[config.mk]
export PLATFORM = sky130hd
export DESIGN_NAME = pulse_peak_finder
export DESIGN_NICKNAME = d
export VERILOG_FILES = /design/src/rtl/pulse_peak_finder.sv
export SDC_FILE = /design/constraint.sdc
export NUM_CORES = 1
export LEC_CHECK = 0
export ABC_CLOCK_PERIOD_IN_PS = 2310
export CAP_MARGIN = 5
export CELL_PAD_IN_SITES_DETAIL_PLACEMENT = 0
export CELL_PAD_IN_SITES_GLOBAL_PLACEMENT = 1
export CORE_MARGIN = 4
export CORE_UTILIZATION = 24
export DETAILED_ROUTE_END_ITERATION = 8
export PLACE_DENSITY_LB_ADDON = 0.15
export SYNTH_ARGS = -nofsm -noshare
export SYNTH_HDL_FRONTEND = slang
export SYNTH_SLANG_ARGS = --single-unit
[constraint.sdc]
create_clock -name clk -period 2.31 [get_ports clk]
set_input_delay 0.3465 -clock clk [delete_from_list [all_inputs] [get_ports clk]]
set_output_delay 0.3465 -clock clk [all_outputs]
set_load 0.01 [all_outputs]
[src/rtl/pulse_peak_finder.sv]
// rtl/pulse_peak_finder.sv - threshold pulse detector emitting peak amplitude, time and width events
// One-entry output register with saturating drop counter; all outputs registered.
module pulse_peak_finder #(
  parameter int                       DATA_W    = 16,
  parameter int                       TS_W      = 32,
  parameter logic signed [DATA_W-1:0] THRESHOLD = 100,
  parameter int                       HOLDOFF   = 4,
  parameter int                       WIDTH_W   = 8
) (
  input  logic                     clk,
  input  logic                     reset,
  input  logic signed [DATA_W-1:0] filter_data,
  input  logic                     out_ready,
  output logic                     out_valid,
  output logic signed [DATA_W-1:0] peak_value,
  output logic [TS_W-1:0]          peak_time,
  output logic [WIDTH_W-1:0]       peak_width,
  output logic                     pileup,
  output logic [15:0]              dropped_cnt
);

  typedef enum logic [1:0] {
    S_IDLE = 2'd0,
    S_RISE = 2'd1,
    S_HOLD = 2'd2
  } state_t;

  localparam logic [7:0]         HOLD_CNT  = 8'(HOLDOFF);
  localparam logic [WIDTH_W-1:0] WIDTH_MAX = '1;

  state_t                     state_q;
  logic [TS_W-1:0]            ts_q, ts_d;
  logic signed [DATA_W-1:0]   max_q;
  logic [TS_W-1:0]            max_ts_q;
  logic [WIDTH_W-1:0]         width_q, width_d;
  logic [7:0]                 cnt_q;

  logic                       out_valid_q;
  logic signed [DATA_W-1:0]   peak_value_q;
  logic [TS_W-1:0]            peak_time_q;
  logic [WIDTH_W-1:0]         peak_width_q;
  logic                       pileup_q;
  logic [15:0]                dropped_q, dropped_d;

  logic above;
  logic emit;
  logic load;

  always_comb begin
    above     = filter_data > THRESHOLD;
    emit      = (state_q == S_RISE) && !above;
    // A full register still accepts when it is being read on the same edge.
    load      = emit && (!out_valid_q || out_ready);
    ts_d      = ts_q + 1'b1;
    width_d   = (width_q == WIDTH_MAX) ? width_q : width_q + 1'b1;
    dropped_d = (dropped_q == 16'hFFFF) ? dropped_q : dropped_q + 16'd1;
  end

  always_ff @(posedge clk) begin
    if (!reset) begin
      state_q      <= S_IDLE;
      ts_q         <= '0;
      max_q        <= '0;
      max_ts_q     <= '0;
      width_q      <= '0;
      cnt_q        <= '0;
      out_valid_q  <= 1'b0;
      peak_value_q <= '0;
      peak_time_q  <= '0;
      peak_width_q <= '0;
      pileup_q     <= 1'b0;
      dropped_q    <= '0;
    end else begin
      ts_q <= ts_d;

      case (state_q)
        S_IDLE: begin
          if (above) begin
            max_q    <= filter_data;
            max_ts_q <= ts_q;
            width_q  <= {{(WIDTH_W-1){1'b0}}, 1'b1};
            state_q  <= S_RISE;
          end
        end
        S_RISE: begin
          if (above) begin
            width_q <= width_d;
            // Strict compare: a flat top keeps the timestamp of its first sample.
            if (filter_data > max_q) begin
              max_q    <= filter_data;
              max_ts_q <= ts_q;
            end
          end else begin
            cnt_q   <= HOLD_CNT;
            state_q <= (HOLDOFF == 0) ? S_IDLE : S_HOLD;
          end
        end
        S_HOLD: begin
          cnt_q <= cnt_q - 8'd1;
          if (cnt_q == 8'd1) begin
            state_q <= S_IDLE;
          end
        end
        default: state_q <= S_IDLE;
      endcase

      if (load) begin
        out_valid_q  <= 1'b1;
        peak_value_q <= max_q;
        peak_time_q  <= max_ts_q;
        peak_width_q <= width_q;
        pileup_q     <= (width_q == WIDTH_MAX);
      end else begin
        if (out_valid_q && out_ready) begin
          out_valid_q <= 1'b0;
        end
        if (emit) begin
          dropped_q <= dropped_d;
        end
      end
    end
  end

  assign out_valid   = out_valid_q;
  assign peak_value  = peak_value_q;
  assign peak_time   = peak_time_q;
  assign peak_width  = peak_width_q;
  assign pileup      = pileup_q;
  assign dropped_cnt = dropped_q;

endmodule

==> key figures, run 1 <==
Run status
  • Result of the run: complete, no violations

Clock network
  • Maximum root-to-sink buffer count: 2
  • Clock sink count: 172
  • CTS tree: built
  • Cell at the root of the clock tree: clkbuf_16
  • Clock-pin slew on the worst setup and hold paths: 0.07 ns
  • Num CTS Buffers: 17
  • Number of hold-repair buffers added at the cts stage: 0
  • Clk_lat worst skew: 0.43 ns
  • Number of H-tree levels: 4

Setup path
  • Biggest fanout along the worst timing path: 27
  • Series of cell instances along the critical path: clkdlybuf4s50_1 -> ha_1 -> a21oi_1 -> o21ai_0 -> a21o_1 -> a211o_1 -> nand4_4 -> buf_12 -> mux2i_1
  • Cell with the largest stage delay on the worst path: clkdlybuf4s50_1
  • Critical path arrival: 2.52 ns
  • Largest delay share family, worst path: compound AO/OA/AOI/OAI gates
  • Required time at the worst-slack endpoint: 2.67 ns
  • CP Capture Type: register
  • WS Path Type: in -> reg
  • Crit path largest cell delay: 0.47 ns
  • Worst path depth: 9
  • Worst Reg-to-Reg Cells: 9
  • CP Launch Type: primary input
  • Number of buffers and inverters on the critical path: 2

GRT
  • Via count of the first global-routing pass: 5899
  • Wire length of the first global-routing pass: 31.2 mm
  • Total congestion overflow after global routing: 0
  • Global Route Usage Sum: 11.5%
  • Pin count of the biggest net entering global routing: 61
  • Number of antenna violations at the first check in global routing: 0

Cells and area
  • Layout overhead on the synthesized area: 31.4%
  • Number of antenna diodes: 0
  • Finished Core Util: 32.0%
  • Total number of nets in the final design: 988
  • Ratio of cells with drive above 1 in the final layout: 8.64%

Yosys
  • Number of nets in the synthesized netlist: 878
  • Top post-synthesis cells by area: dfxtp_1 (48%), nand2_1 (7.8%), mux2i_1 (7.6%)
  • Commonest cells in the synthesized netlist: dfxtp_1 (172), nand2_1 (151), nand3_1 (69), o21ai_0 (60), nor2_1 (57)
  • Post-synthesis area per instance: 8.63 um^2
  • Cell type contributing the most total cell area after synthesis: dfxtp_1
  • Netlist area before placement: 0.00723 mm^2
  • Flop and latch count out of synthesis: 172
  • Number of flops mapped to enable cells by yosys: 0
  • Ys Warns: 0
  • Count of cell types in the netlist: 43
  • Most used standard cell by instance count after synthesis: dfxtp_1
  • Mapped Cells: 838
  • Fraction of post-synthesis cell area in the top cell type by area: 47.6%
  • Prevailing post-synth register cell: dfxtp_1
  • Asr flop ratio synth: 0%
  • Sequential cell area fraction in the yosys report: 47.6%

STA
  • RSZ-0062 raised after global routing: false
  • Number of setup violations in the final report: 0
  • Final period utilization: 93.7%
  • Minimum clock period: 2.16 ns
  • Total Neg Setup Slack: 0 ns
  • Slew of the pin with the lowest slew margin: 0.562 ns
  • Maximum clock frequency: 0.462 GHz
  • Hold Vio Cnt, Final: 0
  • Max Clock Skew: 0.0108 ns
  • Number of pins exceeding their max-slew limit in the final report: 0
  • Slew HR: 62.5%
  • Post-Route Hold Slack: 0.368 ns
  • Setup slack after layout: 0.145 ns

Die
  • Floorplan core area: 0.0297 mm^2
  • Die area: 0.0330 mm^2
  • Number of core rows: 63
  • Die Y: 182 um
  • Die X: 182 um
  • Initial Utilization: 24.3%
  • Number of top-level pins: 93

Route
  • Post-route ant nets: 0
  • Drt drc: 0
  • Number of DRC markers in iteration 0: 205
  • Wire length after detailed routing: 18.4 mm
  • First-pass detailed-route iteration total: 4
  • Detailed-route via count: 5903
  • Wire length per cell after detailed routing: 13.6 um
  • Via-per-instance ratio: 4.37

Worst hold path
  • Min-delay worst type: in -> reg
  • Cell count of the worst hold path: 3

Pwr
  • Power density over cell area: 694 mW/mm^2
  • Static leakage power: 0.00356 uW
  • Total chip power: 6590 uW
  • Worst voltage drop across the vdd grid: 0.517 mV

Placed design
  • Final RePlAce weighted congestion: 0.738
  • Input/output buffers: 92
  • Post-place setup slack: -0.343 ns
  • HPWL after DPL: 12.9 mm

Flow run
  • Maximum Capacitance Violations: 0
-- area by class of cell --
type | instances | area [um^2]
Timing Repair Buffer | 138 | 1350
Clock buffer | 19 | 443
Sequential cell | 172 | 3440
Fill cell | 3138 | 20200
Inverter | 29 | 109
Clock inverter | 13 | 178
Tap cell | 390 | 488
Multi-Input combinational cell | 590 | 3490
-- through the flow --
stage	area, um^2	instances
floorplan	7230	838
global route	9510	1351
detailed placement	8880	1319
global placement	8880	1319
finish	9510	1351
CTS	9500	1351
-- worst paths after layout --
path	from	end	slack, ns
min	reset	max_q[14]$_SDFFE_PN0P_	0.37
max reg2reg	max_q[2]$_SDFFE_PN0P_	max_ts_q[9]$_SDFFE_PN0P_	0.21
max	filter_data[2]	max_ts_q[9]$_SDFFE_PN0P_	0.15
min reg2reg	peak_width[2]$_SDFFE_PN0P_	peak_width[2]$_SDFFE_PN0P_	0.46
-- worst min-delay path, stage by stage --
cell	delay, ns
buf_4	0.22
nand2_1	0.11
mux2i_1	0.05
-- power breakdown --
group          total [uW]  internal (uW)  switching [uW]
clock                3070           1770            1300
combinational         485            214             271
sequential           3040           3010            33.6
-- cell usage in the layout, fill, tap and decap left out, drive strengths merged, types with 2 or more instances in the layout --
| cell | n |
|---|---|
| dfxtp | 172 |
| nand2b | 7 |
| clkdlybuf4s50 | 91 |
| bufinv | 3 |
| nand3 | 69 |
| clkinv | 3 |
| or3 | 10 |
| buf | 47 |
| a21o | 2 |
| and4 | 9 |
| and2 | 4 |
| and3 | 16 |
| clkbuf | 19 |
| a31oi | 3 |
| nor2 | 57 |
| mux2i | 55 |
| o2111ai | 2 |
| xnor2 | 21 |
| a211o | 2 |
| o21ai | 62 |
| ha | 21 |
| nand4 | 18 |
| nor3 | 9 |
| a21oi | 30 |
| nand2 | 151 |
| nor2b | 4 |
| xor2 | 20 |
| inv | 35 |
| nor4 | 7 |
-- logic make-up after synthesis --
family | count (synthesis) | share of synthesized area (%)
flops | 172 | 47.6
fa+ha+maj | 21 | 3.63
compound gates | 110 | 8.44
mux | 55 | 7.61
simple gates | 363 | 23.3
xor+xnor | 41 | 4.96
buf+inv | 76 | 4.48
-- state kept, by name (all words and copies together), names as in the netlist --
register,cells
width_q,8
max_q,16
cnt_q,8
dropped_cnt,16
peak_value,16
pileup,1
max_ts_q,32
peak_time,32
peak_width,8
state_q,2
out_valid,1
ts_q,32
-- routing by layer --
| metal | wire length (um) | vias to the layer above | GRT usage, % | share of wire [%] |
|---|---|---|---|---|
| li1 | - | 3102 | - | - |
| met1 | 9940 | 2690 | 16.9 | 54 |
| met2 | 7410 | 96 | 16.7 | 40 |
| met3 | 793 | 15 | 2.56 | 4.3 |
| met4 | 231 | 0 | 3.60 | 1.3 |
| met5 | 0 | - | 0 | 0 |
-- what timing repair did --
action / CTS / global route
resized for setup: 0 / 1
endpoints found under the setup margin: 0 / 2
setup buffers: 0 / 0
No activity file was read; power rests on OpenSTA's default activity.
==> run 2, diff against run 1 <==
--- a/config.mk
+++ b/config.mk
@@ -12,6 +12,7 @@
 export CORE_MARGIN = 4
 export CORE_UTILIZATION = 24
 export DETAILED_ROUTE_END_ITERATION = 8
+export GPL_TIMING_DRIVEN = 0
 export PLACE_DENSITY_LB_ADDON = 0.15
 export SYNTH_ARGS = -nofsm -noshare
 export SYNTH_HDL_FRONTEND = slang
==> run 2 against run 1 <==
Die area unchanged. Register-to-register slack worse by 0.06 ns. Critical path type unchanged. Critical endpoint is now max_q[1]$_SDFFE_PN0P_. Sequential share of layout area up 0.68 points. Routed wire length up 15%. Setup slack worse by 0.072 ns. Global-route usage up 1.3 points.
==> key figures, run 2 (synthesized netlist as in run 1, its figures left out) <==
Run status
  • Result of the run: complete, no violations

Setup path
  • Required time at the worst-slack endpoint: 2.62 ns
  • Biggest fanout along the worst timing path: 10
  • Worst Reg-to-Reg Cells: 10
  • End of the worst register-to-register path: max_q[1]$_SDFFE_PN0P_
  • WS Path Type: in -> reg
  • Startpoint of the most critical register-to-register path: max_q[15]$_SDFFE_PN0P_
  • CP Capture Type: register
  • Critical path arrival: 2.55 ns
  • Setup slack, reg-to-reg: 0.15 ns
  • CP Launch Type: primary input

Route
  • Wire length after detailed routing: 21.0 mm
  • Post-route ant nets: 0
  • Via-per-instance ratio: 4.37
  • First-pass detailed-route iteration total: 4
  • Number of DRC markers in iteration 0: 258
  • Drt drc: 0
  • Detailed-route via count: 5925
  • Wire length per cell after detailed routing: 15.5 um

STA
  • Hold Vio Cnt, Final: 0
  • Minimum clock period: 2.24 ns
  • Number of pins exceeding their max-slew limit in the final report: 0
  • Number of setup violations in the final report: 0
  • Slew of the pin with the lowest slew margin: 0.835 ns
  • RSZ-0062 raised after global routing: false
  • Max Clock Skew: 0.0129 ns
  • Post-Route Hold Slack: 0.244 ns
  • Final period utilization: 96.8%
  • Maximum clock frequency: 0.447 GHz
  • Slew HR: 44.3%
  • Setup slack after layout: 0.0733 ns

Die
  • Initial Utilization: 24.3%
  • Die X: 182 um
  • Number of core rows: 63
  • Die Y: 182 um
  • Number of top-level pins: 93
  • Floorplan core area: 0.0297 mm^2
  • Die area: 0.0330 mm^2

GRT
  • Via count of the first global-routing pass: 5850
  • Number of antenna violations at the first check in global routing: 0
  • Total congestion overflow after global routing: 0
  • Global Route Usage Sum: 12.8%
  • Pin count of the biggest net entering global routing: 17
  • Wire length of the first global-routing pass: 33.7 mm

Cells and area
  • Final cell area excluding filler cells: 0.00933 mm^2
  • Ratio of cells with drive above 1 in the final layout: 6.84%
  • Leading cell types in the layout, fill and taps excluded: dfxtp_1 (171), nand2_1 (150), clkdlybuf4s50_1 (89)
  • Most common cell after layout, fill and taps aside: dfxtp_1
  • Finished Core Util: 31.4%
  • Number of antenna diodes: 0
  • Fill cell instance count of the final layout: 3168
  • Total number of nets in the final design: 992
  • Layout overhead on the synthesized area: 29.0%
  • Total area of multi-input combinational cells: 0.00353 mm^2
  • FF+latch area: 0.00344 mm^2
  • Count of placed standard cells in the final layout, fillers left out: 1355

Clock network
  • Cell at the root of the clock tree: clkbuf_16
  • Clock sink count: 172
  • Num CTS Buffers: 17
  • CTS tree: built
  • Number of H-tree levels: 4
  • Clk_lat worst skew: 0.43 ns
  • Clock-pin slew on the worst setup and hold paths: 0.07 ns
  • Number of hold-repair buffers added at the cts stage: 0
  • Maximum root-to-sink buffer count: 2

Pwr
  • Static leakage power: 0.00342 uW
  • Power density over cell area: 674 mW/mm^2
  • Worst voltage drop across the vdd grid: 0.509 mV

Worst hold path
  • Cell count of the worst hold path: 3
  • Startpoint of the worst hold path: filter_data[5]
  • Min-Delay Endpoint: max_q[5]$_SDFFE_PN0P_
  • Min-delay worst type: in -> reg

Flow run
  • Maximum Capacitance Violations: 0

Placed design
  • Input/output buffers: 91
  • HPWL after DPL: 15.4 mm
  • # placed instances: 1319
  • Placed standard-cell area: 0.00863 mm^2
  • Final RePlAce weighted congestion: 0.738
  • Post-place setup slack: -1.10 ns
run 2: changes by cell type in the layout (fill, tap and decap cells not counted), sizes merged:
cell and change:
clkdlybuf4s50 -2, clkinv +1, bufinv -3, dlymetal6s2s +2, clkbuf +25, clkinvlp +3, buf -22
run 2: worst max-delay path: stages:
cell	delay (ns)
clkdlybuf4s50_1	0.56
o21ai_1	0.11
a21oi_2	0.32
o21ai_4	0.12
buf_4	0.19
nor2_1	0.25
nand4_4	0.19
buf_12	0.18
buf_8	0.15
mux2i_1	0.12
run 2: metrics by stage:
stage	setup TNS, ns	total power, uW
floorplan	0	3400
CTS	0	6370
finish	0	6290
global placement	-86.72	3590
global route	0	6560
detailed placement	-83.68	3590
run 2: timing repair:
| item | CTS | global route |
|---|---|---|
| resized for setup | 16 | 11 |
| setup buffers | 0 | 5 |
| endpoints found under the setup margin | 104 | 97 |
| gates cloned | 0 | 0 |
| pin swaps | 1 | 9 |
run 2: routing by layer:
metal  routed length, um  global-route usage (%)
met1               11300                    18.8
met2                8580                    18.8
met3                 850                    2.94
met4                 327                    3.42
met5                   0                       0
run 2: how the worst max path moves through the flow:
stage,cells past startpoint,endpoint,start,slack (ns)
floorplan,9,max_q[0]$_SDFFE_PN0P_,filter_data[5],0.31
global placement,9,peak_width[6]$_SDFFE_PN0P_,filter_data[0],-1.16
detailed placement,9,peak_width[4]$_SDFFE_PN0P_,filter_data[1],-1.10
CTS,9,peak_time[29]$_SDFFE_PN0P_,filter_data[8],0.01
global route,10,max_q[10]$_SDFFE_PN0P_,filter_data[0],0.0009
finish,10,max_q[1]$_SDFFE_PN0P_,filter_data[1],0.07
run 2: final cells by class:
type                            count  share of cell area, %
Timing Repair Buffer               96                   10.3
Inverter                           29                   1.17
Multi-Input combinational cell    590                   37.9
Clock buffer                       18                   4.71
Tap cell                          390                   5.23
Sequential cell                   172                   36.9
Clock inverter                     14                   1.17
Buffer                             46                   2.61
run 2: power by group:
part           total (uW)  internal, uW  switching (uW)
combinational         508           200             308
sequential           3040          3010            30.9
clock                2740          1430            1320
total                6290          4640            1650
==> run 3, diff against run 2 <==
--- a/config.mk
+++ b/config.mk
@@ -12,8 +12,7 @@
 export CORE_MARGIN = 4
 export CORE_UTILIZATION = 24
 export DETAILED_ROUTE_END_ITERATION = 8
-export GPL_TIMING_DRIVEN = 0
-export PLACE_DENSITY_LB_ADDON = 0.15
+export PLACE_DENSITY_LB_ADDON = 0.1
 export SYNTH_ARGS = -nofsm -noshare
 export SYNTH_HDL_FRONTEND = slang
 export SYNTH_SLANG_ARGS = --single-unit
==> run 3 against run 2 <==
Combinational power is 2% lower. Setup slack gained 0.064 ns. Cell area rose by 1.5%. Sequential share of layout area is 0.56 points lower. Register-to-register slack better by 0.03 ns. Final cell count about the same. Non-clock buffer count decreased by 1. Largest cell class unchanged.
==> key figures, run 3 (synthesized netlist as in run 1, its figures left out) <==
Clock network
  • Clock-pin slew on the worst setup and hold paths: 0.07 ns
  • Maximum root-to-sink buffer count: 2
  • CTS tree: built
  • Number of hold-repair buffers added at the cts stage: 0
  • Num CTS Buffers: 17
  • Clk_lat worst skew: 0.43 ns
  • Gates resized, CTS repair: 0
  • Number of setup buffers added after CTS: 0
  • Number of H-tree levels: 4
  • Clock sink count: 172
  • Cell at the root of the clock tree: clkbuf_16

Flow run
  • Maximum Capacitance Violations: 0

GRT
  • Total congestion overflow after global routing: 0
  • Pin count of the biggest net entering global routing: 62
  • Wire length of the first global-routing pass: 31.7 mm
  • Number of antenna violations at the first check in global routing: 0
  • Via count of the first global-routing pass: 6017
  • Global Route Usage Sum: 11.6%

Die
  • Floorplan core area: 0.0297 mm^2
  • Number of core rows: 63
  • Die Y: 182 um
  • Number of top-level pins: 93
  • Die area: 0.0330 mm^2
  • Die X: 182 um
  • Initial Utilization: 24.3%

Setup path
  • Worst Reg-to-Reg Cells: 9
  • Biggest fanout along the worst timing path: 21
  • CP Launch Type: primary input
  • Setup slack, reg-to-reg: 0.18 ns
  • Critical path arrival: 2.52 ns
  • Required time at the worst-slack endpoint: 2.66 ns
  • CP Capture Type: register
  • WS Path Type: in -> reg
  • Startpoint of the most critical register-to-register path: max_q[5]$_SDFFE_PN0P_
  • End of the worst register-to-register path: max_ts_q[17]$_SDFFE_PN0P_

STA
  • Setup slack after layout: 0.137 ns
  • Max Clock Skew: 0.0104 ns
  • Slew of the pin with the lowest slew margin: 0.639 ns
  • Number of setup violations in the final report: 0
  • Minimum clock period: 2.17 ns
  • Maximum clock frequency: 0.460 GHz
  • Number of pins exceeding their max-slew limit in the final report: 0
  • Final period utilization: 94.1%
  • RSZ-0062 raised after global routing: false
  • Total Neg Setup Slack: 0 ns
  • Hold Vio Cnt, Final: 0
  • Slew HR: 57.4%

Pwr
  • Total chip power: 6380 uW
  • Power density over cell area: 673 mW/mm^2
  • Static leakage power: 0.00355 uW
  • Worst voltage drop across the vdd grid: 0.512 mV

Cells and area
  • Fill cell instance count of the final layout: 3132
  • Final cell area excluding filler cells: 0.00947 mm^2
  • Leading cell types in the layout, fill and taps excluded: dfxtp_1 (172), nand2_1 (151), clkdlybuf4s50_1 (91)
  • Most common cell after layout, fill and taps aside: dfxtp_1
  • Number of antenna diodes: 0
  • Ratio of cells with drive above 1 in the final layout: 9.13%
  • Layout overhead on the synthesized area: 31.0%
  • Total number of nets in the final design: 991

Run status
  • Result of the run: complete, no violations

Route
  • Wire length per cell after detailed routing: 13.9 um
  • First-pass detailed-route iteration total: 4
  • Detailed-route via count: 5883
  • Via-per-instance ratio: 4.34
  • Drt drc: 0
  • Wire length after detailed routing: 18.8 mm
  • Post-route ant nets: 0
  • Number of DRC markers in iteration 0: 225

Worst hold path
  • Startpoint of the worst hold path: reset
  • Cell count of the worst hold path: 4
  • Min-delay worst type: in -> reg
  • Min-Delay Endpoint: max_ts_q[18]$_SDFFE_PN0P_

Placed design
  • Input/output buffers: 92
  • Final RePlAce weighted congestion: 0.707
  • HPWL after DPL: 13.4 mm
  • Placed standard-cell area: 0.00889 mm^2
  • Post-place setup slack: -0.376 ns
-- run 3: critical path: stages --
cell             delay [ns]
clkdlybuf4s50_1        0.49
ha_1                   0.34
nand4_1                0.19
nor2_1                 0.08
a211o_1                0.25
a211o_1                0.26
nand4_4                0.13
buf_12                 0.21
mux2i_1                0.20
-- run 3: metrics by stage --
step	util [%]	hold WS (ns)	std cells
after floorplan	-	0.434	838
after global placement	29.9	0.447	1322
after detailed placement	29.9	0.451	1322
after CTS	31.8	0.435	1354
after global routing	31.9	0.443	1354
final	31.9	0.440	1354
-- run 3: how the worst max path moves through the flow --
| stage | depth (start not counted) | startpoint | slack, ns | end |
|---|---|---|---|---|
| 4_1_cts | 8 | filter_data[15] | 0.08 | max_q[15]$_SDFFE_PN0P_ |
| 3_3_place_gp | 8 | filter_data[15] | -0.28 | max_q[15]$_SDFFE_PN0P_ |
| 5_1_grt | 9 | max_q[7]$_SDFFE_PN0P_ | 0.03 | max_q[14]$_SDFFE_PN0P_ |
| 3_5_place_dp | 8 | filter_data[15] | -0.38 | max_ts_q[7]$_SDFFE_PN0P_ |
| 2_1_floorplan | 9 | filter_data[5] | 0.31 | max_q[0]$_SDFFE_PN0P_ |
| 6_report | 9 | filter_data[13] | 0.14 | max_ts_q[17]$_SDFFE_PN0P_ |
-- run 3: power breakdown --
group          internal [uW]  total, uW  switching (uW)
clock                   1540       2840            1310
sequential              3010       3040            30.6
combinational            220        500             280
-- run 3: routing by layer --
layer	track usage, %	vias up	share of wire (%)
li1	-	3103	-
met3	2.66	18	3.6
met1	16.2	2681	52
met2	17.9	81	43
met5	0	-	0
met4	3.78	0	1.3
-- run 3: final cells by class --
type	count	area, um^2	share of cell area, %
sequential	172	3440	36.3
clock inverter	14	131	1.39
timing repair buffer	141	1360	14.4
tap	390	488	5.15
clock buffer	18	439	4.64
multi-input combinational	590	3500	37.0
inverter	29	109	1.15
